**src/rtl/spad_port_arbiter.sv**
```systemverilog
// rtl/spad_port_arbiter.sv - round-robin 1R+1W scratchpad port arbiter
//
// Shares a single 1R+1W scratchpad (1-cycle registered read) among NUM_REQ
// requesters. The read and write ports each have their own round-robin
// arbiter. A read whose address matches the write granted in the same cycle
// is held off so that it retries and observes the new data.
//
// Ports
//   clk, reset          clock (rising edge), synchronous active-high reset
//   rd_valid/rd_addr    per-requester read requests, packed addresses
//   rd_ready            one-hot read grant
//   rsp_valid/rsp_data  one-hot response flag and data, one cycle after grant
//   wr_valid/wr_addr/wr_data  per-requester write requests, packed fields
//   wr_ready            one-hot write grant
//   spad_read_*         scratchpad read port (request/address out, data in)
//   spad_write_*        scratchpad write port
module spad_port_arbiter #(
   parameter int NUM_REQ          = 4,
   parameter int DATA_BITWIDTH    = 16,
   parameter int ADDRESS_BITWIDTH = 9
) (
   input  logic                                 clk,
   input  logic                                 reset,
   input  logic [NUM_REQ-1:0]                   rd_valid,
   input  logic [NUM_REQ*ADDRESS_BITWIDTH-1:0]  rd_addr,
   output logic [NUM_REQ-1:0]                   rd_ready,
   output logic [NUM_REQ-1:0]                   rsp_valid,
   output logic [DATA_BITWIDTH-1:0]             rsp_data,
   input  logic [NUM_REQ-1:0]                   wr_valid,
   input  logic [NUM_REQ*ADDRESS_BITWIDTH-1:0]  wr_addr,
   input  logic [NUM_REQ*DATA_BITWIDTH-1:0]     wr_data,
   output logic [NUM_REQ-1:0]                   wr_ready,
   output logic                                 spad_read_request,
   output logic [ADDRESS_BITWIDTH-1:0]          spad_read_address,
   input  logic [DATA_BITWIDTH-1:0]             spad_read_data,
   output logic                                 spad_write_enable,
   output logic [ADDRESS_BITWIDTH-1:0]          spad_write_address,
   output logic [DATA_BITWIDTH-1:0]             spad_write_data
);

   localparam int IW = (NUM_REQ > 1) ? $clog2(NUM_REQ) : 1;
   typedef logic [IW-1:0] idx_t;

   // Pointers hold the index of the last granted requester; priority starts
   // at the one after it.
   idx_t rd_last_q, rd_last_d;
   idx_t wr_last_q, wr_last_d;
   idx_t rsp_idx_q, rsp_idx_d;
   logic rsp_pending_q, rsp_pending_d;

   logic [ADDRESS_BITWIDTH-1:0] rd_addr_arr [NUM_REQ];
   logic [ADDRESS_BITWIDTH-1:0] wr_addr_arr [NUM_REQ];
   logic [DATA_BITWIDTH-1:0]    wr_data_arr [NUM_REQ];

   logic [IW:0]        wr_pick, rd_pick;
   logic               wr_gnt_any, rd_gnt_any;
   idx_t               wr_gnt_idx, rd_gnt_idx;
   logic [NUM_REQ-1:0] rd_cand;

   // Returns {found, index} of the first set bit of req scanning upward from
   // last+1 with wraparound. Scanning from lowest to highest priority lets
   // the highest-priority hit overwrite earlier ones.
   function automatic logic [IW:0] rr_pick(input logic [NUM_REQ-1:0] req,
                                           input idx_t last);
      logic [IW:0] res;
      idx_t        pos;
      res = '0;
      for (int k = NUM_REQ; k >= 1; k--) begin
         pos = IW'((int'(last) + k) % NUM_REQ);
         if (req[pos]) res = {1'b1, pos};
      end
      return res;
   endfunction

   always_comb begin
      for (int i = 0; i < NUM_REQ; i++) begin
         rd_addr_arr[i] = rd_addr[i*ADDRESS_BITWIDTH +: ADDRESS_BITWIDTH];
         wr_addr_arr[i] = wr_addr[i*ADDRESS_BITWIDTH +: ADDRESS_BITWIDTH];
         wr_data_arr[i] = wr_data[i*DATA_BITWIDTH +: DATA_BITWIDTH];
      end
   end

   // Write port: reset suppresses the grant so nothing lands in memory.
   always_comb begin
      wr_pick            = rr_pick(wr_valid, wr_last_q);
      wr_gnt_any         = wr_pick[IW] & ~reset;
      wr_gnt_idx         = wr_pick[IW-1:0];
      wr_ready           = '0;
      spad_write_enable  = wr_gnt_any;
      spad_write_address = '0;
      spad_write_data    = '0;
      if (wr_gnt_any) begin
         wr_ready[wr_gnt_idx] = 1'b1;
         spad_write_address   = wr_addr_arr[wr_gnt_idx];
         spad_write_data      = wr_data_arr[wr_gnt_idx];
      end
   end

   // Read port: a candidate reading the address being written this cycle is
   // dropped from arbitration, so the grant passes to the next one in order
   // and the masked requester sees the new data on its retry.
   always_comb begin
      for (int i = 0; i < NUM_REQ; i++) begin
         rd_cand[i] = rd_valid[i] &
                      ~(wr_gnt_any && (rd_addr_arr[i] == spad_write_address));
      end
      rd_pick           = rr_pick(rd_cand, rd_last_q);
      rd_gnt_any        = rd_pick[IW];
      rd_gnt_idx        = rd_pick[IW-1:0];
      rd_ready          = '0;
      spad_read_request = rd_gnt_any;
      spad_read_address = '0;
      if (rd_gnt_any) begin
         rd_ready[rd_gnt_idx] = 1'b1;
         spad_read_address    = rd_addr_arr[rd_gnt_idx];
      end
   end

   always_comb begin
      wr_last_d     = wr_gnt_any ? wr_gnt_idx : wr_last_q;
      rd_last_d     = rd_gnt_any ? rd_gnt_idx : rd_last_q;
      rsp_pending_d = rd_gnt_any;
      rsp_idx_d     = rd_gnt_any ? rd_gnt_idx : rsp_idx_q;
   end

   always_ff @(posedge clk) begin
      if (reset) begin
         wr_last_q     <= IW'(NUM_REQ - 1);
         rd_last_q     <= IW'(NUM_REQ - 1);
         rsp_idx_q     <= '0;
         rsp_pending_q <= 1'b0;
      end else begin
         wr_last_q     <= wr_last_d;
         rd_last_q     <= rd_last_d;
         rsp_idx_q     <= rsp_idx_d;
         rsp_pending_q <= rsp_pending_d;
      end
   end

   // The read bus carries an idle constant when no read is pending; gating
   // keeps it from reaching requesters.
   always_comb begin
      rsp_valid = '0;
      rsp_data  = '0;
      if (rsp_pending_q) begin
         rsp_valid[rsp_idx_q] = 1'b1;
         rsp_data             = spad_read_data;
      end
   end

endmodule

```
**config.mk**
```make
export PLATFORM = sky130hd
export DESIGN_NAME = spad_port_arbiter
export DESIGN_NICKNAME = d
export VERILOG_FILES = /design/src/rtl/spad_port_arbiter.sv
export SDC_FILE = /design/constraint.sdc
export NUM_CORES = 1
export LEC_CHECK = 0
export BUFFER_PORTS_ARGS = -buffer_cell sky130_fd_sc_hd__buf_2
export CAP_MARGIN = 20
export CORE_MARGIN = 2
export CORE_UTILIZATION = 47
export CTS_CLUSTER_DIAMETER = 120
export DETAILED_ROUTE_END_ITERATION = 7
export PLACE_DENSITY = 0.95
export SKIP_LAST_GASP = 1
export SYNTH_ARGS = -nofsm -noshare
export SYNTH_HDL_FRONTEND = slang
export SYNTH_SLANG_ARGS = --single-unit
```
**constraint.sdc**
```tcl
create_clock -name clk -period 6.7 [get_ports clk]
set_clock_uncertainty 0.2 [all_clocks]
set_input_delay 0.67 -clock clk [delete_from_list [all_inputs] [get_ports clk]]
set_output_delay 0.67 -clock clk [all_outputs]
set_load 0.1 [all_outputs]
```
; ---- Word-level counts from Yosys, hierarchy flattened
; Cells that the tools add are included.
[totals]
ff_bits = 7
in_bits = 162
out_inout_bits = 64
elab_cells = 97
[op_classes]
addsub = 8
magnitude_cmp = 16
eq_ne = 4
mux = 46
bitwise = 12
reduce_logical = 7
[ops]
columns = cell, n
row1 = 16-bit two-way mux, 4
row2 = 9-bit two-way mux, 6
row3 = 9-bit binary-select mux with 2-bit select, 2
row4 = 9-bit == test, 4
row5 = 2-bit by 3-bit < comparator with 1-bit output (second input constant), 11
row6 = 16-bit binary-select mux with 2-bit select, 1
row7 = 3-bit two-way mux, 8
row8 = 1-bit binary-select mux with 2-bit select, 8
row9 = 4-bit two-way mux, 3
row10 = 1-bit two-way mux, 11
row11 = 2-bit by 1-bit adder with 2-bit output (second input constant), 4
row12 = 2-bit adder (second input constant), 4
row13 = 1-bit logical AND, 7
row14 = 1-bit demux with 2-bit select, 3
row15 = 2-bit by 1-bit greater-or-equal comparator with 1-bit output (second input constant), 3
row16 = 3-bit greater-or-equal comparator (second input constant), 2
row17 = 2-bit inverter with 3-bit output, 2
row18 = 1-bit bitwise AND, 5
row19 = 1-bit inverter, 5

; ---- Depth between registers and ports, before layout
; Gate-level depths: netlist (run 1).
[logic_depth]
depth_word = 27
mapped_depth = 14
depth_no_buf = 12

; ---- Least setup slack after synthesis (run 1)
; OpenSTA, ideal clock, no wires.
[synth_path]
kind = input to output
from = input wr_valid[3]
to = output spad_read_address[0]
arrival_time_ps = 7181
required_time_ps = 5830
path_slack_ps = -1351
cell_stages = 12
path_buffers = 1
path_cell_list = clkbuf_4 -> nor2_1 -> a21boi_2 -> or2_1 -> a22oi_1 -> o21ai_0 -> xor2_1 -> o41ai_4 -> nand2_2 -> a221oi_4 -> a22oi_1 -> o21ai_1
[synth_via]
elab_chain_cells = 26
word_cells_on_any_way = 51
classes_between = 4 x eq/ne / 32 x mux / 11 x bitwise / 4 x reduce/logical
[synth_rtl]
columns = item, line
row1 = start: declaration, 29  ; input logic [NUM_REQ-1:0] wr_valid,
row2 = 1-bit binary-select mux with 2-bit select, 70  ; if (req[pos]) res = {1'b1, pos};
row3 = 1-bit two-way mux (implied by the code), 70
row4 = 3-bit two-way mux (3 in series), 70
row5 = 3-bit two-way mux *, 70
row6 = 2-bit inverter with 3-bit output (implied by the code), 94  ; spad_write_address = wr_addr_arr[wr_gnt_idx];
row7 = 9-bit binary-select mux with 2-bit select, 94
row8 = 9-bit two-way mux (implied by the code) (2 in series), 94
row9 = 9-bit two-way mux *, 92  ; if (wr_gnt_any) begin
row10 = named net spad_write_address[3], 37  ; output logic [ADDRESS_BITWIDTH-1:0] spad_write_address,
row11 = [4 not listed], n/a
row12 = 1-bit binary-select mux with 2-bit select, 70
row13 = 1-bit two-way mux (implied by the code), 70
row14 = 3-bit two-way mux (3 in series), 70
row15 = 3-bit two-way mux *, 70
row16 = 2-bit inverter with 3-bit output (implied by the code), 115  ; spad_read_address = rd_addr_arr[rd_gnt_idx];
row17 = 9-bit binary-select mux with 2-bit select, 115
row18 = 9-bit two-way mux (implied by the code) (2 in series), 115
row19 = 9-bit two-way mux *, 113  ; if (rd_gnt_any) begin
row20 = end: declaration, 34  ; output logic [ADDRESS_BITWIDTH-1:0] spad_read_address,
; Mark *: on every way through the listed nets, which the timed path passes. The rest lies on a longest branch. The select of a mux whose other input is x is not followed.

; ---- Worst setup path after layout (run 1)
[layout_path]
from = input wr_valid[1]
to = output spad_read_address[4]
[layout_via]
elab_chain_cells = 26
word_cells_on_any_way = 51
classes_between = 4 x eq/ne / 32 x mux / 11 x bitwise / 4 x reduce/logical
[layout_rtl]
columns = item, line
row1 = 1-bit binary-select mux with 2-bit select, 70
row2 = 1-bit two-way mux (implied by the code), 70
row3 = 3-bit two-way mux (3 in series), 70
row4 = 3-bit two-way mux *, 70
row5 = 2-bit inverter with 3-bit output (implied by the code), 94
row6 = 9-bit binary-select mux with 2-bit select, 94
row7 = 9-bit two-way mux (implied by the code) (2 in series), 94
row8 = 9-bit two-way mux, 92
row9 = [4 not listed], n/a
row10 = 1-bit binary-select mux with 2-bit select, 70
row11 = 1-bit two-way mux (implied by the code), 70
row12 = 3-bit two-way mux (3 in series), 70
row13 = 3-bit two-way mux *, 70
row14 = 2-bit inverter with 3-bit output (implied by the code), 115
row15 = 9-bit binary-select mux with 2-bit select, 115
row16 = 9-bit two-way mux (implied by the code) (2 in series), 115
row17 = 9-bit two-way mux *, 113
; Mark *: on every way between the ends. The rest lies on a longest branch, timed or not. The select of a mux whose other input is x is not followed.

==> metrics.md, run 1 <==
| Metric | Value |
|---|---|
| Critical Path Source Type | `input port` |
| Syn Area/Cell | `8.20 sq um` |
| Peak VDD IR | `116 uV` |
| Most Crowded Layer GR | `met2` |
| Total Wirelength | `13600 microns` |
| Share of the synthesized area in the top cell type | `11.0%` |
| Crit path largest cell delay | `730 ps` |
| Initial antenna violation count | `0` |
| Vias in the first global route | `4034` |
| DRC | `0` |
| FILL cells | `592` |
| Commonest cells after routing, fill and taps aside | `buf_2 (225), and2_1 (34), mux2i_1 (24)` |
| Clock latency on the worst-skew pair | `240 ps` |
| Initial Util | `48.5%` |
| Vias/cell | `6.36` |
| Crit path buf inv count | `2` |
| Run status | `finished clean` |
| Drt pass-1 iters | `5` |
| Post-CTS setup buffer count | `0` |
| Worst-path clk slew | `50 ps` |
| Diode count | `0` |
| # hold bufs at CTS | `0` |
| Chip height | `87.5 microns` |
| Syn. warnings | `0` |
| Max-slew violations | `0` |
| Met2 Track Usage GR | `56.0%` |
| TritonCTS clock tree | `built` |
| First-pass GRT wire length | `19800 microns` |
| Max_slew headroom | `42.3%` |
| Largest area contributor in the netlist | `mux4_2` |
| Clk root buf | `clkbuf_8` |
| Final Hold Fails | `0` |
| Post-Syn Nets | `562` |
| Slew of the pin with the lowest slew margin | `863 ps` |
| Setup Total Neg Slack | `0 ps` |
| Vias | `4376` |
| Prevailing post-synth register cell | `dfxtp_1` |
| Power, Total | `0.000851 W` |
| Drt wl/cell | `19.8 microns` |
| Pre-CTS setup slack | `941 ps` |
| Cell area after synthesis | `0.00328 sq mm` |
| Met1 Use GR | `42.2%` |
| CP Class | `input port to output pin` |
| GRT Overall Usage | `32.9%` |
| Pwr/cell area | `193 mW/mm^2` |
| Total CTS buffers | `3` |
| CP max FO | `14` |
| Layout area overhead | `34.5%` |
| # IOs | `226` |
| Setup violations, final | `0` |
| GRT overflow | `0` |
| Post-synth EDFFs | `0` |
| FFs w/ async S/R, synth | `0%` |
| CP cell instances | `buf_2 > o21ai_2 > nand4_1 > and3_1 > o41ai_1 > nand4_1 > o41ai_4 > nor2_2 > o311ai_4 > mux2i_1 > o21ai_1 > buf_2` |
| Leakage | `2.17 nW` |
| Worst setup margin | `846 ps` |
| Antenna-violating nets left | `0` |
| Hold_ws | `307 ps` |
| Part of the Yosys area used for sequential elements | `4.27%` |
| Clk sinks | `7` |
| Synth area leaders | `mux4_2 (11%), mux2i_1 (7.3%), and2_1 (6.5%), dfxtp_1 (4.3%), xor2_1 (3.2%)` |
| DIE WIDTH | `87.5 microns` |
| Post-cts gate resize count | `0` |
| Port bufs | `225` |
| Crit end category | `output pin` |
| Worst path arrival time | `4980 ps` |
| First DRT Iteration DRCs | `306` |
| Core box area | `0.00676 sq mm` |
| Placed wire-length estimate | `11400 microns` |
| Max Root-Sink Buffers | `2` |
| Achievable Freq | `171 MHz` |
| Yosys cell types | `86` |
| FF+latch count, synth | `7` |
| Min-Delay Path Class | `register to register` |
| Met3 GRT Util | `4.64%` |
| Rows | `30` |
| Most common cell after layout, fill and taps aside | `buf_2` |
| Nets | `771` |
| CP required | `5830 ps` |
| CP max stage cell | `o311ai_4` |
| Proportion of layout cells with a drive suffix above 1 | `48.0%` |
| Tcrit/Tclk final | `87.4%` |
| Die area | `0.00766 sq mm` |
| Cells after Synth | `400` |
| Post-route minimum period | `5850 ps` |
| Largest net degree at the start of global routing | `31` |
| Max_cap viols | `0` |
| H-tree levels | `1` |
| Crit path max-delay family | `compound AO/OA/AOI/OAI gates` |
| Final GP Congestion | `0.985` |
| RSZ-0062 raised after global routing | `no` |
[report_power, final]
| group | internal (W) | switching [W] |
|---|---|---|
| Clock | 0.0000406 | 0.0000223 |
| Sequential | 0.0000461 | 0.00000968 |
| Combinational | 0.000199 | 0.000533 |
| Total | 0.000286 | 0.000565 |
[per-layer routing]
layer / wire length [microns] / share of wire, %
met5: 0 / 0
met3: 1300 / 9.6
met1: 5330 / 39
met2: 6610 / 49
met4: 374 / 2.7
[area by class of cell]
class	instances	area [sq um]	area share, %
Inverter	19	71.3	1.62
Clock inverter	1	5.00	0.113
Timing Repair Buffer	229	1160	26.2
Multi-Input combinational cell	349	2900	65.7
Clock buffer	3	41.3	0.936
Tap cell	80	100	2.27
Sequential cell	7	140	3.18
[logic make-up (layout without fill, tap and decap cells)]
logic type      after synthesis  count (layout)  synth area share, %
mux                          42              42                 19.0
flops                         7               7                 4.27
compound gates              126             126                 34.0
xor+xnor                     22              22                 5.88
buf+inv                      44             252                 7.82
simple gates                159             159                 29.0
[Yosys cell counts (all sizes together) (6+ instances only)]
cell type / count
mux2i: 24
inv: 19
clkbuf: 12
nand2: 19
and3: 17
o22ai: 13
o211ai: 6
nand3: 14
mux4: 16
xnor2: 10
o41ai: 7
nor2: 22
a211oi: 6
o21ai: 19
dfxtp: 7
xor2: 12
buf: 13
o31ai: 6
and2: 34
nor3: 7
nand4: 15
a21oi: 19
a22oi: 10
[path summary, 6_finish.rpt]
kind	to	cells past startpoint	slack, ps	start
setup / recovery	spad_read_address[4]	12	850	wr_valid[1]
hold / removal	rsp_idx_q[0]	2	310	rsp_idx_q[0]
setup reg to reg	rsp_idx_q[0]	10	2160	wr_last_q[1]
hold reg to reg	rsp_idx_q[0]	2	310	rsp_idx_q[0]
[worst register-to-register path: cells and delay by family (launching register included)]
family / cells / cell delay [ps]
AOI/OAI and AO/OA: 8 / 3200
DFF: 1 / 650
and+or+nand+nor: 2 / 340
[registers in the layout (all words and copies together), names as in the netlist]
name	flops
rsp_pending_q	1
wr_last_q	2
rsp_idx_q	2
rd_last_q	2
[per-stage QoR]
stage / instance area, sq um / util, % / cells
2_1_floorplan: 3280 / - / 400
3_3_place_gp: 4360 / 64.6 / 684
3_5_place_dp: 4360 / 64.6 / 684
4_1_cts: 4410 / 65.3 / 688
5_1_grt: 4410 / 65.3 / 688
6_report: 4410 / 65.3 / 688
(Power assumes the default switching activity.)
==> run 2, diff against run 1 <==
ABC_AREA = 1   (was default)
CORE_AREA = 2 2 86 88   (was default)
CORE_MARGIN = default   (was 2)
CORE_UTILIZATION = default   (was 47)
DIE_AREA = 0 0 88 90   (was default)
==> run 2 against run 1 <==
Net effect:
- critical path depth grew 15
- synthesized cell count is 49% higher
- worst hold slack improved by 9.5 ps
==> metrics.md, run 2 <==
| Metric | Value |
|---|---|
| Run status | `finished clean (unchanged)` |
| Chip height | `90 microns (was 87.5 microns)` |
| Total Wirelength | `11800 microns (was 13600 microns)` |
| Drt pass-1 iters | `5 (unchanged)` |
| Part of the Yosys area used for sequential elements | `4.81% (was 4.27%)` |
| Clk sinks | `7 (unchanged)` |
| Crit end category | `output pin (unchanged)` |
| Post-Syn Nets | `756 (was 562)` |
| Max Root-Sink Buffers | `2 (unchanged)` |
| CP max stage cell | `inv_2 (was o311ai_4)` |
| Vias/cell | `5.19 (was 6.36)` |
| First DRT Iteration DRCs | `246 (was 306)` |
| Vias in the first global route | `4244 (was 4034)` |
| Critical Path Source Type | `register (was input port)` |
| Die area | `0.00792 sq mm (was 0.00766 sq mm)` |
| Clk root buf | `clkbuf_8 (unchanged)` |
| Final GP Congestion | `0.967 (was 0.985)` |
| Top cell by count, worst path | `nand2_1` |
| DIE WIDTH | `88 microns (was 87.5 microns)` |
| Setup violations, final | `0 (unchanged)` |
| Setup Total Neg Slack | `0 ps (unchanged)` |
| TritonCTS clock tree | `built (unchanged)` |
| Most common cell after layout, fill and taps aside | `nand2_1 (was buf_2)` |
| Vias | `4667 (was 4376)` |
| DRC | `0 (unchanged)` |
| Yosys cell types | `28 (was 86)` |
| Largest net degree at the start of global routing | `36 (was 31)` |
| Synth area leaders | `nand2_1 (30%), nand3_1 (15%), inv_1 (9.8%), a22oi_1 (8.2%), a21oi_1 (6.0%) (was mux4_2 (11%), mux2i_1 (7.3%), and2_1 (6.5%), dfxtp_1 (4.3%), xor2_1 (3.2%))` |
| FF+latch count, synth | `7 (unchanged)` |
| Seq. cell area | `140 sq um (unchanged)` |
| Nets | `964 (was 771)` |
| Max_cap viols | `0 (unchanged)` |
| Proportion of layout cells with a drive suffix above 1 | `34.8% (was 48.0%)` |
| CP Class | `register to output pin (was input port to output pin)` |
| CP max FO | `35 (was 14)` |
| Core box area | `0.00702 sq mm (was 0.00676 sq mm)` |
| Initial antenna violation count | `0 (unchanged)` |
| RSZ-0062 raised after global routing | `no (unchanged)` |
| Worst path arrival time | `4830 ps (was 4980 ps)` |
| Rows | `31 (was 30)` |
| Initial Util | `41.5% (was 48.5%)` |
| Port bufs | `225 (unchanged)` |
| H-tree levels | `1 (unchanged)` |
| Syn. warnings | `0 (unchanged)` |
| Worst-path clk slew | `40 ps (was 50 ps)` |
| Layout area overhead | `40.3% (was 34.5%)` |
| GRT overflow | `0 (unchanged)` |
| Max-slew violations | `0 (unchanged)` |
| Min-Delay Path Class | `register to register (unchanged)` |
| Antenna-violating nets left | `0 (unchanged)` |
| GRT Overall Usage | `28.2% (was 32.9%)` |
| Syn Area/Cell | `4.91 sq um (was 8.20 sq um)` |
| Crit path max-delay family | `simple AND/OR/NAND/NOR gates (was compound AO/OA/AOI/OAI gates)` |
| Area of the multi-input gates | `0.00231 sq mm (was 0.00290 sq mm)` |
| Drt wl/cell | `13.2 microns (was 19.8 microns)` |
| Clock latency on the worst-skew pair | `230 ps (was 240 ps)` |
| # IOs | `226 (unchanged)` |
| Largest area contributor in the netlist | `nand2_1 (was mux4_2)` |
| Slew of the pin with the lowest slew margin | `1100 ps (was 863 ps)` |
| Post-synth top cells | `nand2_1 (236), nand3_1 (90), inv_1 (76), a21oi_1 (35), a22oi_1 (32) (was and2_1 (34), mux2i_1 (24), nor2_1 (21))` |
| Diode count | `0 (unchanged)` |
| Placed wire-length estimate | `9660 microns (was 11400 microns)` |
| Crit path buf inv count | `7 (was 2)` |
| Share of the synthesized area in the top cell type | `30.4% (was 11.0%)` |
| Most frequent cell after synthesis | `nand2_1 (was and2_1)` |
| Cell area after synthesis | `0.00291 sq mm (was 0.00328 sq mm)` |
| Post-CTS setup buffer count | `0 (unchanged)` |
| FFs w/ async S/R, synth | `0% (unchanged)` |
| First-pass GRT wire length | `18400 microns (was 19800 microns)` |
| Tcrit/Tclk final | `85.1% (was 87.4%)` |
| Cells after Synth | `594 (was 400)` |
| Achievable Freq | `175 MHz (was 171 MHz)` |
| Total CTS buffers | `3 (unchanged)` |
| Prevailing post-synth register cell | `dfxtp_1 (unchanged)` |
| Max_slew headroom | `26.1% (was 42.3%)` |
| FILL cells | `766 (was 592)` |
| CP required | `5830 ps (about the same)` |
| Crit path largest cell delay | `560 ps (was 730 ps)` |
| Largest regs | `rd_last_q (2), rsp_idx_q (2), wr_last_q (2) (unchanged)` |
| Commonest cells after routing, fill and taps aside | `nand2_1 (236), buf_2 (225), nand3_1 (90) (was buf_2 (225), and2_1 (34), mux2i_1 (24))` |
| Post-synth EDFFs | `0 (unchanged)` |
| Post-route minimum period | `5700 ps (was 5850 ps)` |
| # hold bufs at CTS | `0 (unchanged)` |
| Post-cts gate resize count | `0 (unchanged)` |
| Final Hold Fails | `0 (unchanged)` |
-- run 2: through the flow --
| stage | util (%) | instances | worst slack [ps] | area [sq um] | hold slack, ps |
|---|---|---|---|---|---|
| final | 58.2 | 900 | 996 | 4090 | 317 |
| after global routing | 58.2 | 900 | 484 | 4090 | 335 |
| after CTS | 58.0 | 898 | 1110 | 4070 | 313 |
| after detailed placement | 57.4 | 894 | 1130 | 4030 | 300 |
| after global placement | 57.4 | 894 | 1330 | 4030 | 296 |
| after floorplan | - | 594 | 255 | 2910 | 266 |
-- run 2: worst reg2reg max path, cell delays in order (launching register included) --
cell and delay (ps):
dfxtp_1 370, inv_2 180, nand2_1 70, nand2_1 110, nand2_2 90, nand2_2 100
clkinv_4 70, nand3_2 80, a21o_1 140, nand2_2 290, inv_2 570, nand2_1 240
nand2_1 110, nand2_1 50, inv_1 40, nand2_1 40, nor2_1 80, nand2_1 70
nand2_1 90, o21ai_2 70, a21oi_1 200, inv_1 60, nand4_1 60, nand2_1 250
inv_1 450, o211ai_1 170
-- run 2: final cells by class --
class	count	area share (%)
Clock buffer	4	1.10
Timing Repair Buffer	227	27.9
Sequential cell	7	3.43
Tap cell	99	3.03
Multi-Input combinational cell	478	56.5
Inverter	85	7.99
-- run 2: logic make-up after synthesis --
| group | count (synthesis) | share of synthesized area (%) |
|---|---|---|
| AO/OA/AOI/OAI | 75 | 16.3 |
| buffers and inverters | 109 | 15.8 |
| flip-flops | 7 | 4.81 |
| AND/OR/NAND/NOR | 402 | 62.7 |
| XOR/XNOR | 1 | 0.301 |
-- run 2: final timing paths --
| check | start | endpoint | slack, ps | cells after the start |
|---|---|---|---|---|
| max | wr_last_q[0] | spad_read_address[0] | 1000 | 27 |
| max reg2reg | wr_last_q[0] | rd_last_q[1] | 2320 | 25 |
| min reg2reg | rsp_idx_q[1] | rsp_idx_q[1] | 320 | 2 |
| min | rsp_idx_q[1] | rsp_idx_q[1] | 320 | 2 |
-- run 2: layer usage --
| metal | GRT usage, % | wire length (microns) | up-vias |
|---|---|---|---|
| met5 | 0 | 0 | - |
| met4 | 9.23 | 258 | 0 |
| met3 | 4.50 | 1080 | 34 |
| met2 | 53.7 | 6110 | 275 |
| met1 | 30.5 | 4400 | 2044 |
| li1 | - | - | 2314 |
Power of run 2 is not shown: default switching activity piles up to over one toggle a cycle in this logic, so the estimate is an artifact.
